--- config.mk ---
export PLATFORM = sky130hd
export DESIGN_NAME = decoder_3to8
export DESIGN_NICKNAME = d
export VERILOG_FILES = /design/src/rtl/decoder_3to8.sv
export SDC_FILE = /design/constraint.sdc
export NUM_CORES = 1
export LEC_CHECK = 0
export CAP_MARGIN = 20
export CORE_AREA = 2 2 39 41
export DETAILED_ROUTE_END_ITERATION = 7
export DIE_AREA = 0 0 41 43
export GPL_TIMING_DRIVEN = 1
export PLACE_DENSITY = 0.54
export SETUP_SLACK_MARGIN = 0.15
export SLEW_MARGIN = 20
export SYNTH_ARGS = -nofsm -noshare
export SYNTH_HDL_FRONTEND = slang
export SYNTH_SLANG_ARGS = --single-unit
--- constraint.sdc ---
create_clock -name clk -period 0.8 [get_ports clk]
set_input_delay 0.16 -clock clk [delete_from_list [all_inputs] [get_ports clk]]
set_output_delay 0.16 -clock clk [all_outputs]
set_load 0.01 [all_outputs]
--- src/rtl/decoder_3to8.sv ---
// decoder_3to8: registered 3-to-8 one-hot decoder with enable, 1-cycle latency.
// Optional DECODER_3TO8_ACTIVE_LOW_EN inverts out (idle 8'hFF, selected bit 0).
module decoder_3to8 (
    input  logic       clk,
    input  logic       rst_n,
    input  logic [2:0] a,
    input  logic       en,
    output logic [7:0] out,
    output logic       out_valid,
    output logic [2:0] a_q
);
`ifdef DECODER_3TO8_ACTIVE_LOW_EN
    localparam logic [7:0] IDLE = 8'hFF;
`else
    localparam logic [7:0] IDLE = 8'h00;
`endif
    logic [7:0] dec;
    // en gates the decode so an unknown select never leaks through when disabled
    always_comb dec = en ? (8'd1 << a) : 8'd0;
    // capture decode, enable and select; reset forces the idle level
    always_ff @(posedge clk) begin
        if (!rst_n) begin
            out       <= IDLE;
            out_valid <= 1'b0;
            a_q       <= 3'd0;
        end else begin
            out       <= dec ^ IDLE;
            out_valid <= en;
            a_q       <= a;
        end
    end
endmodule

## Word-level counts from Yosys, hierarchy flattened

Index checks and enable logic that the tools add are counted.

- Register bits after elaboration: 12
- Logic and storage cells: 5

- Shift-type cells: 1
- Reductions and logical operators: 1

Operators by type and width:

| operator | number |
|---|---|
| $shl 1x3->8 const A | 1 |
| $reduce_and 2->1 | 1 |

## Longest topological paths before layout

Gate-level depths: netlist (run 1).

- Word-level depth: 1
- Mapped depth: 2
- Mapped depth without buffers: 2

## Worst setup path after synthesis (run 1)

Ideal clock, no wire load.

- Kind: input to register
- Start point: input port a[1]
- End point: register out[0]
- Setup time: 0.073 ns
- Arrival time: 0.473 ns
- Data required time: 0.727 ns
- Setup slack: 0.254 ns
- Stages: 2
- Path buffers: 0
- Path through: nand3b_2 -> nor3_2

- Longest elaborated chain between the ends: 1

RTL lines:

| element | line | text |
|---|---|---|
| from (decl) | 6 | `input logic [2:0] a,` |
| $shl 1x3->8 | 19 | `always_comb dec = en ? (8'd1 << a) : 8'd0;` |
| to (signal assigned) | 27 | `out <= dec ^ IDLE;` |
| to (decl) | 8 | `output logic [7:0] out,` |

Every way passes these cells.
A chain may end at the register's enable or synchronous reset.

## Worst setup path in the final report (run 1)

- Start point: register a_q[0]
- End point: output port a_q[0]

RTL lines:

| element | line | text |
|---|---|---|
| from (decl) | 10 | `output logic [2:0] a_q` |
| from (signal assigned) | 25 | `a_q <= 3'd0;` |
| from (signal assigned) | 29 | `a_q <= a;` |

No word-level cell between the ends.

==> impl_metrics.tcl, run 1 <==
set metrics [dict create \
    max_cap_viol 0 \
    worst-setup-path-type "register to output pin" \
    routed_wirelength_um 642 \
    grt_util_all_layers 0.0950 \
    vdd.ir_drop.worst_mv 1.00 \
    first_iter_violations 4 \
    detail_route.first_pass.iterations 3 \
    vias 284 \
    core_area_mm2 0.00138 \
    setup_viol 12 \
    cts_hold_buffers 0 \
    p_leak_nw 0.278 \
    fp.dieArea_mm2 0.00176 \
    cp_num_buf_inv 1 \
    cell_by_cell_trace_of_the_critical_path "buf_6" \
    synth.yosys.warnings 0 \
    clkTransAtPathRegs_ps 70 \
    pre_cts_ws_ps -306 \
    worst_ep_arrival_time_ps 690 \
    timing.max_slew.rel_slack 0.838 \
    synthesis.area_per_instance_um2 11.9 \
    violations "negative setup slack" \
    gr-total-overflow 0 \
    cts-resized-gates 54 \
    synth.cell_area_um2 345 \
    detail_route.vias_per_cell 4.06 \
    die_width_um 41 \
    nets 61 \
    via_count_of_the_first_global_routing_pass 278 \
    number_of_antenna_violations_at_the_first_check_in_global_routing 0 \
    starting_density_of_the_core 0.250 \
    timing.fmax_mhz 1170 \
    postSynthNetCount 35 \
    timing.final.hold_violations 0 \
    tritoncts.num_buffers 3 \
    cp_slowest_stage_delay_ps 320 \
    hold_path_class "input port to register" \
    grt_pass1_wl_um 1100 \
    ctsHtreeMaxLevel 1 \
    yosys.cell_types.count 8 \
    synthToLayoutAreaGrowth_pct 64.1 \
    routedWlPerCell_um 9.17 \
    largest_net_degree_at_the_start_of_global_routing 8 \
    tritoncts "built" \
    drc_errors 0 \
    cts_max_path_buffers 2 \
    io_buffers 17 \
    crit_path_top_delay_cell "sky130_fd_sc_hd__dfxtp_2" \
    drive_above_1_share 0.500 \
    critPathLaunchType "register" \
    startpoint "a_q[0]$_SDFF_PN0_" \
    timing.final.crit_period_ps 852 \
    ant_nets 0 \
    rsz0062_at_grt "true" \
    cts_setup_buffers 0 \
    power_density_mw_per_mm2 2100 \
    antenna_cells 0 \
    path_delay_family "flip-flops" \
    cp_data_required_time_ps 640 \
    finalCritPeriodShare 1.07 \
    setup.worst_path.end "a_q[0]" \
    crit_path_end_kind "output pin" \
    rows 14 \
    finish.utilization 0.410 \
    chipHeight_um 43 \
    io-pin-count 18 \
    run_status "finished with violations" \
    synth_sequential_area_ratio 0.696 \
    worst_slew_pin_slew_ps 243 \
    ys_seq_elements 12 \
    fillCellCount 146 \
    timing_max_transition_violations_final 0 \
    cts_sinks 12 \
    hpwlAfterDp_um 495 \
    final.setup.worst_slack_ps -52.0 \
    path_depth 1 \
    cp_max_fo 1 \
    clockRootBuffer "sky130_fd_sc_hd__clkbuf_4" \
    gpl.final_weighted_congestion 0.689 \
    syn_inst 29 \
]
kinds of logic after synthesis:
family | after synthesis | share of synthesized area
simple gates | 17 | 0.304
flops | 12 | 0.696
flip-flops by register name, summed over array words and instances, names as in the netlist:
name / cells
out: 8
a_q: 3
out_valid: 1
per-layer routing:
| layer | GRT usage | share of wire | vias up | wire length, um |
|---|---|---|---|---|
| met3 | 0.0366 | 0.14 | 2 | 87 |
| met5 | 0 | 0 | - | 0 |
| met2 | 0.131 | 0.46 | 14 | 295 |
| met4 | 0.0800 | 0.016 | 0 | 10 |
| li1 | - | - | 144 | - |
| met1 | 0.109 | 0.38 | 124 | 247 |
layout by cell type (no fill, tap or decap):
master | synthesis | layout
sky130_fd_sc_hd__nor3_2 | 2 | 2
sky130_fd_sc_hd__dfxtp_2 | 0 | 3
sky130_fd_sc_hd__dlygate4sd2_1 | 0 | 5
sky130_fd_sc_hd__dfxtp_1 | 12 | 9
sky130_fd_sc_hd__clkbuf_8 | 0 | 1
sky130_fd_sc_hd__nand3_2 | 1 | 1
sky130_fd_sc_hd__nand2_1 | 1 | 1
sky130_fd_sc_hd__nand2b_1 | 2 | 2
sky130_fd_sc_hd__buf_2 | 0 | 9
sky130_fd_sc_hd__nand3b_4 | 0 | 1
sky130_fd_sc_hd__buf_6 | 0 | 3
sky130_fd_sc_hd__buf_4 | 0 | 4
sky130_fd_sc_hd__nor2_1 | 6 | 6
sky130_fd_sc_hd__clkbuf_4 | 0 | 3
sky130_fd_sc_hd__and2_1 | 4 | 4
area by class of cell:
class / instances / area (um2) / area share
flip-flops and latches: 12 / 244 / 0.430
repair buffers: 21 / 153 / 0.269
multi-input cells: 17 / 114 / 0.201
clock buffers: 4 / 36.3 / 0.0640
well taps: 16 / 20.0 / 0.0353
through the flow:
stage          instances  hold WS [ps]  total power (W)  TNS (ps)  instance area, um2
6_report              70           318          0.00119      -557                 567
5_1_grt               70           315          0.00125     -1040                 567
4_1_cts               70           305          0.00120      -720                 544
3_5_place_dp          66           841         0.000756     -5020                 566
3_3_place_gp          66           823         0.000754     -4780                 566
2_1_floorplan         29           229         0.000665         0                 345
power breakdown:
part	switching, W	internal (W)	leakage [nW]
logic	0.0000494	0.0000578	0.158
clock network	0.000185	0.000276	0.0210
registers	0.00000475	0.000615	0.0991
total	0.000239	0.000949	0.278
cell usage after synthesis, drive strengths merged:
| library cell | count | share of area |
|---|---|---|
| nor2 | 6 | 0.065 |
| nand2 | 1 | 0.011 |
| dfxtp | 12 | 0.70 |
| nand2b | 2 | 0.036 |
| nand3b | 1 | 0.033 |
| and2 | 4 | 0.072 |
| nand3 | 1 | 0.029 |
| nor3 | 2 | 0.058 |
worst min-delay path by stage:
stage          start                 to  slack, ps  depth (start not counted)
5_1_grt         a[1]  a_q[1]$_SDFF_PN0_        320                          2
4_1_cts         a[1]  a_q[1]$_SDFF_PN0_        300                          2
3_5_place_dp    a[1]  out[2]$_SDFF_PP0_        840                          3
3_3_place_gp    a[1]  out[2]$_SDFF_PP0_        820                          3
2_1_floorplan   a[0]  out[0]$_SDFF_PP0_        230                          1
6_report        a[1]  a_q[1]$_SDFF_PN0_        320                          2
(Power assumes the default switching activity.)
==> inputs of run 2 (changes only) <==
SLEW_MARGIN = 30   (was 20)
==> results of run 2 <==
Same layout as run 1: the final DEF is identical, and so are final timing and power.
